==> src/rtl/io_bridge_pkg.sv <==
// Shared types and default sizing for the CPU-to-peripheral IO bridge.
package io_bridge_pkg;

  typedef enum logic [1:0] {
    IDLE     = 2'd0,
    VGA_WAIT = 2'd1,
    RESP     = 2'd2
  } state_e;

  localparam int LED_W_DEF           = 16;
  localparam int SW_W_DEF            = 16;
  localparam int TIMEOUT_DEF         = 64;
  localparam int DEBOUNCE_CYCLES_DEF = 65536;
  localparam int VGA_AW              = 14;

endpackage

==> src/rtl/io_bridge_sw_debounce.sv <==
// Switch input conditioning: 2-flop synchroniser, plus a stability filter
// when IO_SW_DEBOUNCE_EN is defined.
module sw_debounce
  import io_bridge_pkg::*;
#(
  parameter int SW_W = SW_W_DEF
`ifdef IO_SW_DEBOUNCE_EN
  , parameter int DEBOUNCE_CYCLES = DEBOUNCE_CYCLES_DEF
`endif
) (
  input  logic            clk,
  input  logic            rst_n,
  input  logic [SW_W-1:0] sw_i,
  output logic [SW_W-1:0] sw_o
);

  logic [SW_W-1:0] sync1_q, sync2_q;

  always_ff @(posedge clk or negedge rst_n) begin
    if (!rst_n) begin
      sync1_q <= '0;
      sync2_q <= '0;
    end else begin
      sync1_q <= sw_i;
      sync2_q <= sync1_q;
    end
  end

`ifdef IO_SW_DEBOUNCE_EN
  localparam int CW = $clog2(DEBOUNCE_CYCLES + 1);

  logic [SW_W-1:0] cand_q, out_q;
  logic [CW-1:0]   cnt_q;

  // cand_q tracks the last synced value; any change restarts the stability count.
  always_ff @(posedge clk or negedge rst_n) begin
    if (!rst_n) begin
      cand_q <= '0;
      out_q  <= '0;
      cnt_q  <= '0;
    end else if (sync2_q != cand_q) begin
      cand_q <= sync2_q;
      cnt_q  <= '0;
    end else if (cnt_q == CW'(DEBOUNCE_CYCLES - 1)) begin
      out_q <= cand_q;
    end else begin
      cnt_q <= cnt_q + 1'b1;
    end
  end

  assign sw_o = out_q;
`else
  assign sw_o = sync2_q;
`endif

endmodule

==> src/rtl/io_bridge.sv <==
// CPU data-port to peripheral bridge (LED, switches, VGA with timeout).
// Optional switch debouncing is enabled by defining IO_SW_DEBOUNCE_EN.
module io_bridge
  import io_bridge_pkg::*;
#(
  parameter int LED_W   = LED_W_DEF,
  parameter int SW_W    = SW_W_DEF,
  parameter int TIMEOUT = TIMEOUT_DEF
`ifdef IO_SW_DEBOUNCE_EN
  , parameter int DEBOUNCE_CYCLES = DEBOUNCE_CYCLES_DEF
`endif
) (
  input  logic              clk,
  input  logic              rst_n,
  input  logic              req,
  input  logic              we,
  input  logic [63:0]       addr,
  input  logic [63:0]       wdata,
  input  logic              io_sel,
  input  logic              led_sel,
  input  logic              sw_sel,
  input  logic              vga_sel,
  output logic              ack,
  output logic              err,
  output logic [63:0]       rdata,
  output logic [LED_W-1:0]  led,
  input  logic [SW_W-1:0]   sw,
  output logic              vga_req,
  output logic              vga_we,
  output logic [VGA_AW-1:0] vga_addr,
  output logic [63:0]       vga_wdata,
  input  logic              vga_ack,
  input  logic [63:0]       vga_rdata
);

  localparam int CW = $clog2(TIMEOUT + 1);

  state_e             state_q, state_d;
  logic [CW-1:0]      cnt_q, cnt_d;
  logic               err_q, err_d;
  logic [63:0]        rdata_q, rdata_d;
  logic [LED_W-1:0]   led_q, led_d;
  logic               vga_req_q, vga_req_d;
  logic               vga_we_q, vga_we_d;
  logic [VGA_AW-1:0]  vga_addr_q, vga_addr_d;
  logic [63:0]        vga_wdata_q, vga_wdata_d;
  logic [SW_W-1:0]    sw_val;
  logic               unused_addr;

  assign unused_addr = ^addr[63:VGA_AW];

  sw_debounce #(
    .SW_W(SW_W)
`ifdef IO_SW_DEBOUNCE_EN
    , .DEBOUNCE_CYCLES(DEBOUNCE_CYCLES)
`endif
  ) u_sw (
    .clk  (clk),
    .rst_n(rst_n),
    .sw_i (sw),
    .sw_o (sw_val)
  );

  always_ff @(posedge clk or negedge rst_n) begin
    if (!rst_n) begin
      state_q     <= IDLE;
      cnt_q       <= '0;
      err_q       <= 1'b0;
      rdata_q     <= '0;
      led_q       <= '0;
      vga_req_q   <= 1'b0;
      vga_we_q    <= 1'b0;
      vga_addr_q  <= '0;
      vga_wdata_q <= '0;
    end else begin
      state_q     <= state_d;
      cnt_q       <= cnt_d;
      err_q       <= err_d;
      rdata_q     <= rdata_d;
      led_q       <= led_d;
      vga_req_q   <= vga_req_d;
      vga_we_q    <= vga_we_d;
      vga_addr_q  <= vga_addr_d;
      vga_wdata_q <= vga_wdata_d;
    end
  end

  always_comb begin
    state_d     = state_q;
    cnt_d       = cnt_q;
    err_d       = err_q;
    rdata_d     = rdata_q;
    led_d       = led_q;
    vga_req_d   = vga_req_q;
    vga_we_d    = vga_we_q;
    vga_addr_d  = vga_addr_q;
    vga_wdata_d = vga_wdata_q;
    case (state_q)
      IDLE: begin
        if (req) begin
          vga_we_d    = we;
          vga_addr_d  = addr[VGA_AW-1:0];
          vga_wdata_d = wdata;
          err_d       = 1'b0;
          rdata_d     = '0;
          state_d     = RESP;
          if (io_sel && led_sel) begin
            if (we) led_d = wdata[LED_W-1:0];
            else    rdata_d = 64'(led_q);
          end else if (io_sel && sw_sel) begin
            if (!we) rdata_d = 64'(sw_val);
          end else if (io_sel && vga_sel) begin
            vga_req_d = 1'b1;
            cnt_d     = '0;
            state_d   = VGA_WAIT;
          end else begin
            err_d = 1'b1;
          end
        end
      end
      VGA_WAIT: begin
        // ack is checked first so a same-cycle ack beats the timeout
        if (vga_ack) begin
          vga_req_d = 1'b0;
          rdata_d   = vga_we_q ? 64'd0 : vga_rdata;
          err_d     = 1'b0;
          state_d   = RESP;
        end else if (cnt_q == CW'(TIMEOUT - 1)) begin
          vga_req_d = 1'b0;
          rdata_d   = '0;
          err_d     = 1'b1;
          state_d   = RESP;
        end else begin
          cnt_d = cnt_q + 1'b1;
        end
      end
      RESP:    state_d = IDLE;
      default: state_d = IDLE;
    endcase
  end

  assign ack       = (state_q == RESP);
  assign err       = err_q;
  assign rdata     = rdata_q;
  assign led       = led_q;
  assign vga_req   = vga_req_q;
  assign vga_we    = vga_we_q;
  assign vga_addr  = vga_addr_q;
  assign vga_wdata = vga_wdata_q;

endmodule

==> config.mk <==
export PLATFORM = sky130hd
export DESIGN_NAME = io_bridge
export DESIGN_NICKNAME = d
export VERILOG_FILES = /design/src/rtl/io_bridge_pkg.sv /design/src/rtl/io_bridge_sw_debounce.sv /design/src/rtl/io_bridge.sv
export SDC_FILE = /design/constraint.sdc
export NUM_CORES = 1
export LEC_CHECK = 0
export ABC_CLOCK_PERIOD_IN_PS = 1900
export BUFFER_PORTS_ARGS = -buffer_cell sky130_fd_sc_hd__buf_4
export CORE_AREA = 2 2 146 148
export CTS_BUF_LIST = sky130_fd_sc_hd__clkbuf_4 sky130_fd_sc_hd__clkbuf_8
export CTS_CLUSTER_DIAMETER = 30
export CTS_CLUSTER_SIZE = 24
export DETAILED_ROUTE_END_ITERATION = 10
export DIE_AREA = 0 0 148 150
export PLACE_DENSITY = 0.66
export SLEW_MARGIN = 20
export SYNTH_ARGS = -nofsm -noshare
export SYNTH_HDL_FRONTEND = slang
export SYNTH_SLANG_ARGS = --single-unit
==> constraint.sdc <==
create_clock -name clk -period 1.9 [get_ports clk]
set_input_delay 0.38 -clock clk [delete_from_list [all_inputs] [get_ports clk]]
set_output_delay 0.38 -clock clk [all_outputs]
set_load 0.05 [all_outputs]
==> results.py, run 1 <==
metrics = {
    "synth": {
        "yosys.cell_count.top_type": "sky130_fd_sc_hd__dfrtp_1",
        "ys_seq_area_frac": 0.672,
        "synthesis.area_per_instance_um2": 15.3,
        "synth_nets": 709,
        "synthesis.instances": 491,
        "largest_family_of_logic_cells_by_synthesized_area": "multiplexers",
        "synth_edf_count": 0,
        "post_synth_and_or_nand_nor_area_fraction": 0.0283,
        "yosys-mux-area-fraction": 0.174,
        "netlist_top_cells_area": "sky130_fd_sc_hd__dfrtp_1, sky130_fd_sc_hd__mux2_2, sky130_fd_sc_hd__a22o_1, sky130_fd_sc_hd__mux2_4, sky130_fd_sc_hd__a22oi_1",
        "yosys_register_bits": 202,
        "ys.warnings.count": 0,
        "synth_ff_type": "sky130_fd_sc_hd__dfrtp_1",
        "synth.top_cell.area_share": 0.672,
        "asyncSetResetFlopFracSynth": 1.00,
        "synth-xor-area-share": 0,
        "syn_area_um2": 7520,
        "synth.lib_cells_used.distinct": 36,
        "biggest_area_consumer_among_synthesized_cells": "sky130_fd_sc_hd__dfrtp_1",
        "netlist_top_cells_count": "sky130_fd_sc_hd__dfrtp_1, sky130_fd_sc_hd__mux2_2, sky130_fd_sc_hd__a22o_1",
        "synth_compound_area_frac": 0.100,
        "synth-adder-area-share": 0.00166,
    },
    "floorplanning": {
        "die-height_um": 150,
        "row_count": 53,
        "fp.dieArea_um2": 22200,
        "die_w_um": 148,
        "effective_utilization_at_floorplan": 0.363,
        "ios": 379,
        "core_region_area_um2": 20700,
    },
    "layout": {
        "final_layout_size_suffix_gt1_frac": 0.604,
        "synthToLayoutAreaGrowth_pct": 56.4,
        "post-route-util": 0.569,
        "final_cell_count_no_fill": 1184,
        "finish.net_count": 1089,
    },
    "route": {
        "detail_route.iter0.violations": 199,
        "drc_errors": 0,
        "post_drt_wl_per_cell_um": 17.8,
        "num_vias": 5581,
        "vias_cell": 4.71,
        "number_of_detailed_routing_iterations_run_before_antenna_repair": 4,
        "routed_wl_um": 21100,
        "ant_nets": 0,
    },
    "pwr": {
        "internal-power_w": 0.0104,
        "combinational_share_of_power": 0.244,
        "switching_share": 0.309,
        "power_leakage_nw": 5.79,
        "vdd.ir_drop.worst_mv": 0.942,
        "total_power_w": 0.0150,
        "p_per_area_nw_per_um2": 1280,
        "sequentialPowerShare": 0.341,
        "power_switching_w": 0.00464,
        "power.clock.fraction": 0.415,
    },
    "clocking": {
        "cts_tree": "built",
        "cts_htree_levels": 2,
        "worstSkewPairLatency_ns": 0.53,
        "cts.repair.resized": 0,
        "clk_path_buf_depth": 3,
        "post_cts_buffers": 0,
        "cts-buffers-inserted": 46,
        "clkSinkCount": 202,
        "cts.root.buffer_cell": "sky130_fd_sc_hd__clkbuf_8",
        "cts.reportedPaths.clkPinSlew_ns": 0.06,
    },
    "worst_setup_path": {
        "worstPathMaxFanout": 16,
        "crit_type": "flip-flop to flip-flop",
        "r2r_cells": 4,
        "setup.reg_to_reg.worst_slack_ns": 0.11,
        "worst_ep_arrival_time_ns": 2.20,
        "timing.rr.start": "state_q[1]",
        "worst_ep_required_time_ns": 2.31,
        "r2r-end": "led[15]",
        "crit_path_start_kind": "flip-flop",
        "end_kind": "flip-flop",
    },
    "hold_path": {
        "startpoint_of_the_worst_hold_path": "vga_rdata[41]",
        "holdCritPathClass": "input port to flip-flop",
        "timing.hold.worst_path_depth": 2,
        "min_delay_worst_endpoint": "rdata[41]",
    },
    "global_route": {
        "grt_first_pass_wirelength_um": 32200,
        "globalRouteTotalUtil": 0.186,
        "grt_pass1_vias": 5913,
        "antenna_found_initial": 2,
        "grt_remaining_overflow": 0,
        "grt_max_degree": 65,
    },
    "sta": {
        "worst_pin_slew_ns": 0.447,
        "report.final.slew_viol_count": 0,
        "rsz0062_at_grt": "no",
        "slew-limit-headroom": 0.700,
        "final-setup-viol-count": 0,
        "finClkSkew_ns": 0.0190,
        "max_freq_mhz": 559,
        "final_period_minus_worst_setup_slack_ns": 1.79,
        "setup_tns_ns": 0,
        "setup_slack_ns": 0.112,
        "hold_viol_final": 0,
        "timing.final.crit_share": 0.941,
    },
    "job": {
        "cap_viol_max_count": 0,
    },
    "place": {
        "gp_congestion": 0.831,
        "port_buffers": 328,
        "dp_worst_setup_slack_ns": 0.0979,
        "dpl.hpwl_um": 15000,
        "place.detailed.instances": 1081,
    },
    "run_status": {
        "status": "complete, no violations",
    },
}
-- critical path: stages, from the launching register on --
cell	delay (ns)
sky130_fd_sc_hd__dfrtp_1	0.46
sky130_fd_sc_hd__nor2_1	0.16
sky130_fd_sc_hd__and2_4	0.20
sky130_fd_sc_hd__and4_4	0.45
sky130_fd_sc_hd__mux2_2	0.38
-- worst max-delay path by stage --
stage,endpoint,from
after floorplan,rdata[15],cnt_q[0]
after global placement,led[15],state_q[0]
after detailed placement,led[15],state_q[1]
final,led[15],state_q[1]
after global routing,rdata[61],cnt_q[0]
after CTS,led[3],state_q[1]
-- area by class of cell --
type	count	area [um^2]
sequential	202	5050
inverter	3	11.3
fill	1707	8930
clock buffer	66	852
tap	275	344
clock inverter	19	348
multi-input combinational	256	2310
timing repair buffer	362	2840
antenna	1	2.50
-- power groups by stage --
stage               clock [W]  combinational [W]  sequential [W]
floorplan                   0           0.000689         0.00676
global placement            0            0.00366         0.00518
detailed placement          0            0.00368         0.00520
CTS                   0.00639            0.00372         0.00514
global route          0.00666            0.00383         0.00519
finish                0.00623            0.00368         0.00513
-- placed cells by master (no fill, tap or decap), types with 2 or more instances in the layout --
cell type / count
sky130_fd_sc_hd__clkinv_2: 8
sky130_fd_sc_hd__nor2_1: 6
sky130_fd_sc_hd__a31oi_1: 3
sky130_fd_sc_hd__nand2_1: 19
sky130_fd_sc_hd__a21oi_1: 5
sky130_fd_sc_hd__nand3_1: 4
sky130_fd_sc_hd__clkbuf_4: 9
sky130_fd_sc_hd__inv_1: 3
sky130_fd_sc_hd__mux2_2: 102
sky130_fd_sc_hd__a22oi_1: 15
sky130_fd_sc_hd__clkbuf_8: 58
sky130_fd_sc_hd__bufinv_16: 10
sky130_fd_sc_hd__buf_4: 338
sky130_fd_sc_hd__o21ai_0: 20
sky130_fd_sc_hd__a22o_1: 50
sky130_fd_sc_hd__dlygate4sd3_1: 17
sky130_fd_sc_hd__dfrtp_1: 202
sky130_fd_sc_hd__mux2_4: 10
sky130_fd_sc_hd__buf_12: 6
sky130_fd_sc_hd__nor2b_1: 2
-- cell families after synthesis --
logic type / Yosys count
AO/OA/AOI/OAI: 100
flip-flops: 202
AND/OR/NAND/NOR: 42
multiplexers: 113
buffers and inverters: 33
adder cells (fa/ha/maj): 1
-- state kept, by name, summed over array words and instances, names as in the netlist --
signal	flops
cnt_q	7
err	1
led	16
rdata	64
state_q	2
u_sw.sw_o	16
u_sw.sync1_q	16
vga_addr	14
vga_req	1
vga_wdata	64
vga_we	1
-- stage by stage --
step / area (um^2) / hold slack [ns]
after global routing: 11800 / 0.0281
after detailed placement: 10400 / 0.335
final: 11800 / 0.0699
after floorplan: 7520 / 0.0844
after global placement: 10400 / 0.332
after CTS: 11800 / 0.0270
-- what timing repair did --
action | CTS | global route
setup endpoints to repair | 0 | 1
hold buffers | 17 | 0
hold endpoints to repair | 53 | 0
-- metal layers --
layer  vias up  routed length (um)  global-route usage
li1       2572                   -                   -
met1      2690                8260               0.220
met2       283               10100               0.306
met3        34                2260              0.0784
met4         2                 380              0.0619
met5         -                  16                   0
(Power assumes the default switching activity.)
==> run 2, diff against run 1 <==
- SYNTH_HIERARCHICAL: not set -> 1
==> run 2 against run 1 <==
  * Synthesized cell count did not move
  * Hold slack got worse by 0.0095 ns
  * Core utilization fell by 0.47 points
  * Non-clock buffer count rose by 20
==> results.py, run 2 <==
metrics = {
    "worst_setup_path": {
        "worstPathMaxFanout": 5,
        "worst_ep_required_time_ns": 1.52,
        "crit_type": "flip-flop to output pin",
        "worst-path-buf-inv": 2,
        "setup.reg_to_reg.worst_slack_ns": 0.10,
        "max_stage_delay_ns": 0.44,
        "cp_slowest_cell": "sky130_fd_sc_hd__dfrtp_2",
        "worst_ep_arrival_time_ns": 1.44,
        "end_kind": "output pin",
        "path_depth": 3,
        "critical-path-top-delay-family": "flip-flops",
        "crit_path_start_kind": "flip-flop",
        "r2r_cells": 7,
        "path_cells": "buf_4, nor2b_2, buf_6",
    },
    "place": {
        "placedInstanceArea_um2": 10500,
        "gp_congestion": 0.810,
        "place.detailed.instances": 1099,
        "port_buffers": 328,
        "dpl.hpwl_um": 15200,
    },
    "layout": {
        "synthToLayoutAreaGrowth_pct": 55.1,
        "layout.cell_area.non_filler_um2": 11700,
        "final_layout_size_suffix_gt1_frac": 0.601,
        "finish.net_count": 1105,
        "fillers": 1736,
        "mostFrequentLayoutCell": "sky130_fd_sc_hd__buf_4",
        "diodes": 0,
        "layout_common_cells": "sky130_fd_sc_hd__buf_4, sky130_fd_sc_hd__dfrtp_1, sky130_fd_sc_hd__mux2_2, sky130_fd_sc_hd__clkbuf_8, sky130_fd_sc_hd__a22o_1",
        "final_cell_count_no_fill": 1194,
    },
    "global_route": {
        "met1_usage_grt": 0.223,
        "grt_first_pass_wirelength_um": 32200,
        "groute.layer.met2.usage": 0.306,
        "globalRoute.busiestLayer": "met2",
        "use_met3": 0.0692,
        "globalRouteTotalUtil": 0.186,
        "grt_max_degree": 55,
        "grt_remaining_overflow": 0,
        "grt_pass1_vias": 6123,
        "antenna_found_initial": 0,
    },
    "clocking": {
        "cts_tree": "built",
        "clkSinkCount": 202,
        "clk_path_buf_depth": 3,
        "worstSkewPairLatency_ns": 0.52,
        "cts-buffers-inserted": 43,
        "cts.reportedPaths.clkPinSlew_ns": 0.07,
        "cts_htree_levels": 2,
        "cts.root.buffer_cell": "sky130_fd_sc_hd__clkbuf_8",
    },
    "synth": {
        "netlist_top_cells_area": "sky130_fd_sc_hd__dfrtp_1, sky130_fd_sc_hd__mux2_2, sky130_fd_sc_hd__a22o_1, sky130_fd_sc_hd__a22oi_1, sky130_fd_sc_hd__mux2_1",
        "synth_edf_count": 0,
        "ys_seq_area_frac": 0.672,
        "synth.lib_cells_used.distinct": 38,
        "yosys.cell_count.top_type": "sky130_fd_sc_hd__dfrtp_1",
        "ys.warnings.count": 6,
        "synth_nets": 709,
        "asyncSetResetFlopFracSynth": 1.00,
        "syn_area_um2": 7520,
        "synthesis.instances": 491,
        "biggest_area_consumer_among_synthesized_cells": "sky130_fd_sc_hd__dfrtp_1",
        "netlist_top_cells_count": "sky130_fd_sc_hd__dfrtp_1, sky130_fd_sc_hd__mux2_2, sky130_fd_sc_hd__a22o_1",
        "yosys_register_bits": 202,
        "synth_ff_type": "sky130_fd_sc_hd__dfrtp_1",
        "synthesis.area_per_instance_um2": 15.3,
        "synth.top_cell.area_share": 0.672,
    },
    "floorplanning": {
        "row_count": 53,
        "ios": 379,
        "die-height_um": 150,
        "die_w_um": 148,
        "core_region_area_um2": 20700,
        "fp.dieArea_um2": 22200,
        "effective_utilization_at_floorplan": 0.364,
    },
    "pwr": {
        "internal-power_w": 0.00918,
        "power.clock.fraction": 0.350,
        "combinational_share_of_power": 0.279,
        "power_switching_w": 0.00478,
        "p_per_area_nw_per_um2": 1200,
        "power_leakage_nw": 5.74,
        "vdd.ir_drop.worst_mv": 0.900,
        "switching_share": 0.343,
        "sequentialPowerShare": 0.371,
    },
    "route": {
        "routed_wl_um": 21000,
        "vias_cell": 4.82,
        "drc_errors": 0,
        "ant_nets": 0,
        "number_of_detailed_routing_iterations_run_before_antenna_repair": 4,
        "post_drt_wl_per_cell_um": 17.6,
        "detail_route.iter0.violations": 131,
        "num_vias": 5750,
    },
    "sta": {
        "rsz0062_at_grt": "no",
        "setup_tns_ns": 0,
        "worst_pin_slew_ns": 0.466,
        "finClkSkew_ns": 0.0201,
        "hold_viol_final": 0,
        "max_freq_mhz": 550,
        "fin_hold_ws_ns": 0.0605,
        "final_period_minus_worst_setup_slack_ns": 1.82,
        "slew-limit-headroom": 0.689,
        "final-setup-viol-count": 0,
        "report.final.slew_viol_count": 0,
        "timing.final.crit_share": 0.957,
    },
    "run_status": {
        "status": "complete, no violations",
    },
    "hold_path": {
        "holdCritPathClass": "input port to flip-flop",
        "timing.hold.worst_path_depth": 2,
    },
    "job": {
        "cap_viol_max_count": 0,
    },
}
## run 2: changes by cell type in the layout (fill, tap and decap cells not counted), sizes merged, moves of 3 or more
cell / change
buf: +20
bufinv: -7
clkbuf: -15
clkinv: +7
clkinvlp: +5
nor2: -3
## run 2: cell type report
| class | instances | area, um^2 | area share |
|---|---|---|---|
| Sequential cell | 202 | 5060 | 0.433 |
| Inverter | 2 | 7.51 | 0.000644 |
| Tap cell | 275 | 344 | 0.0295 |
| Timing Repair Buffer | 382 | 3020 | 0.259 |
| Clock buffer | 51 | 696 | 0.0596 |
| Clock inverter | 26 | 239 | 0.0205 |
| Multi-Input combinational cell | 256 | 2300 | 0.197 |
## run 2: path summary, 6_finish.rpt
kind	start	to
worst max-delay path	state_q[1]	ack
worst min-delay path	vga_rdata[61]	rdata[61]
worst max register to register	cnt_q[1]	rdata[59]
worst min register to register	u_sw/sync1_q[11]	u_sw/sw_o[11]
max in group asynchronous	rst_n	vga_wdata[43]
min in group asynchronous	rst_n	rdata[27]
## run 2: metal layers
metal  up-vias  part of all wire
met1      2819              0.39
met4         0             0.028
met3        40             0.099
met5         -                 0
li1       2607                 -
met2       284              0.48
## run 2: logic make-up (layout without fill, tap and decap cells)
family                     count (synthesis)  after routing  synth area share
DFF                                      202            202             0.672
adders and majority gates                  1              1           0.00166
AOI/OAI and AO/OA                         99             99             0.100
and+or+nand+nor                           44             44            0.0316
muxes                                    112            112             0.168
buffers and inverters                     33            461            0.0268
## run 2: power groups by stage
stage | Clock, W | Sequential, W | Combinational [W]
CTS | 0.00503 | 0.00519 | 0.00392
global route | 0.00526 | 0.00525 | 0.00408
finish | 0.00488 | 0.00518 | 0.00389
floorplan | 0 | 0.00688 | 0.000709
global placement | 0 | 0.00522 | 0.00385
detailed placement | 0 | 0.00525 | 0.00388
## run 2: through the flow
stage	util	power, W	setup WS (ns)
final	0.564	0.0140	0.0810
after global routing	0.564	0.0146	0.0178
after CTS	0.563	0.0141	0.00534
after detailed placement	0.509	0.00913	0.00795
after global placement	0.509	0.00907	0.0642
after floorplan	-	0.00759	0.0416
## run 2: what timing repair did
action | in CTS | in global routing
setup buffers | 0 | 1
gates resized for setup | 2 | 4
hold endpoints to repair | 62 | 0
hold buffers | 17 | 0
pin swaps | 0 | 1
setup endpoints to repair | 1 | 41
==> run 3, diff against run 2 <==
- ABC_AREA: not set -> 1
- CORE_AREA: 2 2 146 148 -> 2 2 184 96
- DIE_AREA: 0 0 148 150 -> 0 0 186 98
- PLACE_DENSITY: 0.66 -> 0.82
==> run 3 against run 2 <==
  * Hold slack lost 0.034 ns
  * Synthesized cell count rose by 77%
  * Combinational power increased by 140%
  * Global-route usage increased by 6.9 points
  * Flip-flop and latch count did not move
  * Critical path depth is the same
  * Clock-buffer cell count is 19 lower
  * Die area decreased by 18%
  * Via count rose by 23%
  * Final cell count up 25%
  * Fmax rose by 0.85%
  * Non-clock buffer count shrank 5
==> results.py, run 3 <==
metrics = {
    "layout": {
        "layout_common_cells": "sky130_fd_sc_hd__nand2_1, sky130_fd_sc_hd__buf_4, sky130_fd_sc_hd__dfrtp_1, sky130_fd_sc_hd__o21ai_0, sky130_fd_sc_hd__clkbuf_8",
        "final-seq-area_um2": 5050,
        "mostFrequentLayoutCell": "sky130_fd_sc_hd__nand2_1",
        "fillers": 1284,
        "layout.cell_area.non_filler_um2": 11800,
        "diodes": 0,
        "synthToLayoutAreaGrowth_pct": 49.5,
        "multiInputGateArea_um2": 2490,
        "finish.net_count": 1457,
        "final_layout_size_suffix_gt1_frac": 0.333,
        "final_cell_count_no_fill": 1497,
    },
    "worst_setup_path": {
        "end_kind": "output pin",
        "worst_ep_required_time_ns": 1.52,
        "crit_type": "flip-flop to output pin",
        "worst_ep_arrival_time_ns": 1.42,
        "crit_path_start_kind": "flip-flop",
        "worstPathMaxFanout": 6,
    },
    "sta": {
        "report.final.slew_viol_count": 0,
        "final-setup-viol-count": 0,
        "final_period_minus_worst_setup_slack_ns": 1.80,
        "finClkSkew_ns": 0.0182,
        "worst_pin_slew_ns": 0.580,
        "slew-limit-headroom": 0.613,
        "setup_tns_ns": 0,
        "timing.final.crit_share": 0.949,
        "max_freq_mhz": 554,
        "rsz0062_at_grt": "no",
        "hold_viol_final": 0,
    },
    "synth": {
        "synth.top_cell.area_share": 0.643,
        "synth_ff_type": "sky130_fd_sc_hd__dfrtp_1",
        "ys.warnings.count": 6,
        "synthesis.instances": 871,
        "syn_area_um2": 7860,
        "netlist_top_cells_area": "sky130_fd_sc_hd__dfrtp_1, sky130_fd_sc_hd__nand2_1, sky130_fd_sc_hd__o21ai_0, sky130_fd_sc_hd__nand3_1, sky130_fd_sc_hd__o211ai_1",
        "synth_edf_count": 0,
        "synthesis.area_per_instance_um2": 9.03,
        "asyncSetResetFlopFracSynth": 1.00,
        "synth.lib_cells_used.distinct": 23,
        "yosys_register_bits": 202,
        "ys_seq_area_frac": 0.643,
        "synth_nets": 1089,
        "biggest_area_consumer_among_synthesized_cells": "sky130_fd_sc_hd__dfrtp_1",
        "yosys.cell_count.top_type": "sky130_fd_sc_hd__nand2_1",
        "netlist_top_cells_count": "sky130_fd_sc_hd__nand2_1, sky130_fd_sc_hd__dfrtp_1, sky130_fd_sc_hd__o21ai_0",
    },
    "global_route": {
        "antenna_found_initial": 0,
        "grt_first_pass_wirelength_um": 36200,
        "globalRouteTotalUtil": 0.255,
        "grt_pass1_vias": 6938,
        "grt_max_degree": 96,
        "grt_remaining_overflow": 0,
    },
    "route": {
        "vias_cell": 4.74,
        "drc_errors": 0,
        "routed_wl_um": 23700,
        "num_vias": 7096,
        "number_of_detailed_routing_iterations_run_before_antenna_repair": 7,
        "detail_route.iter0.violations": 315,
        "ant_nets": 0,
        "post_drt_wl_per_cell_um": 15.8,
    },
    "hold_path": {
        "holdCritPathClass": "input port to flip-flop",
    },
    "place": {
        "port_buffers": 328,
        "place.detailed.instances": 1409,
        "gp_congestion": 0.864,
        "placedInstanceArea_um2": 10600,
        "dpl.hpwl_um": 16900,
    },
    "pwr": {
        "vdd.ir_drop.worst_mv": 1.54,
        "power_leakage_nw": 6.58,
        "p_per_area_nw_per_um2": 1750,
    },
    "run_status": {
        "status": "complete, no violations",
    },
    "clocking": {
        "clkSinkCount": 202,
        "cts_tree": "built",
        "cts.reportedPaths.clkPinSlew_ns": 0.09,
        "clk_path_buf_depth": 3,
        "cts.root.buffer_cell": "sky130_fd_sc_hd__clkbuf_8",
        "cts-buffers-inserted": 30,
        "cts_htree_levels": 1,
        "worstSkewPairLatency_ns": 0.55,
    },
    "floorplanning": {
        "core_region_area_um2": 16800,
        "ios": 379,
        "row_count": 34,
        "fp.dieArea_um2": 18200,
        "effective_utilization_at_floorplan": 0.468,
        "die_w_um": 186,
        "die-height_um": 98,
    },
    "job": {
        "cap_viol_max_count": 0,
    },
}
## run 3: final timing paths
kind                                  to  slack (ns)  cells after the start              from
max in group asynchronous      rdata[27]        0.94                      3             rst_n
hold reg to reg            u_sw/sw_o[11]        0.34                      0  u_sw/sync1_q[11]
setup reg to reg                 led[14]        0.14                      6        state_q[0]
min in group asynchronous            err        0.32                      2             rst_n
hold / removal                 rdata[22]        0.03                      3     vga_rdata[22]
setup / recovery                     ack         0.1                      3        state_q[0]
## run 3: cells by family (layout without fill, tap and decap cells)
group,after synthesis,after routing,synth area share
AND/OR/NAND/NOR,543,544,0.272
flip-flops,202,202,0.643
buffers and inverters,70,461,0.0425
AO/OA/AOI/OAI,54,54,0.0395
adder cells (fa/ha/maj),1,1,0.00159
XOR/XNOR,1,1,0.00111
## run 3: report_power, final
part / internal (W) / leakage [nW] / switching (W)
Combinational: 0.00253 / 3.59 / 0.00667
Sequential: 0.00559 / 2.58 / 0.000966
Clock: 0.00290 / 0.412 / 0.00194
Total: 0.0110 / 6.58 / 0.00958
## run 3: layer usage
metal	global-route usage	wire, um	vias up
met1	0.343	10100	3347
met5	0	0	-
li1	-	-	3436
met2	0.396	10800	281
met4	0.0533	416	0
met3	0.0992	2360	32
## run 3: area by class of cell
| cell class | instances | area share |
|---|---|---|
| Multi-Input combinational cell | 600 | 0.212 |
| Inverter | 28 | 0.00894 |
| Sequential cell | 202 | 0.430 |
| Clock buffer | 32 | 0.0375 |
| Clock inverter | 24 | 0.0340 |
| Tap cell | 234 | 0.0249 |
| Timing Repair Buffer | 377 | 0.253 |
## run 3: critical path, stage by stage (launching register included)
cell,delay (ns)
sky130_fd_sc_hd__dfrtp_1,0.38
sky130_fd_sc_hd__buf_4,0.16
sky130_fd_sc_hd__nor2_1,0.12
sky130_fd_sc_hd__buf_4,0.22
## run 3: repair_timing
action | CTS | global route
endpoints found under the setup margin | 0 | 51
gates resized for setup | 0 | 2
hold buffers | 29 | 2
hold endpoints to repair | 72 | 2
buffers inserted | 0 | 0
## run 3: stage by stage
stage / utilization / total power, W / hold slack (ns) / setup WS, ns
floorplan: - / 0.0125 / 0.0844 / 0.389
global placement: 0.630 / 0.0156 / 0.313 / 0.0530
detailed placement: 0.630 / 0.0158 / 0.317 / 0.0539
CTS: 0.697 / 0.0207 / 0.000186 / 0.0604
global route: 0.700 / 0.0216 / 0.000509 / 0.0114
finish: 0.700 / 0.0206 / 0.0264 / 0.0963
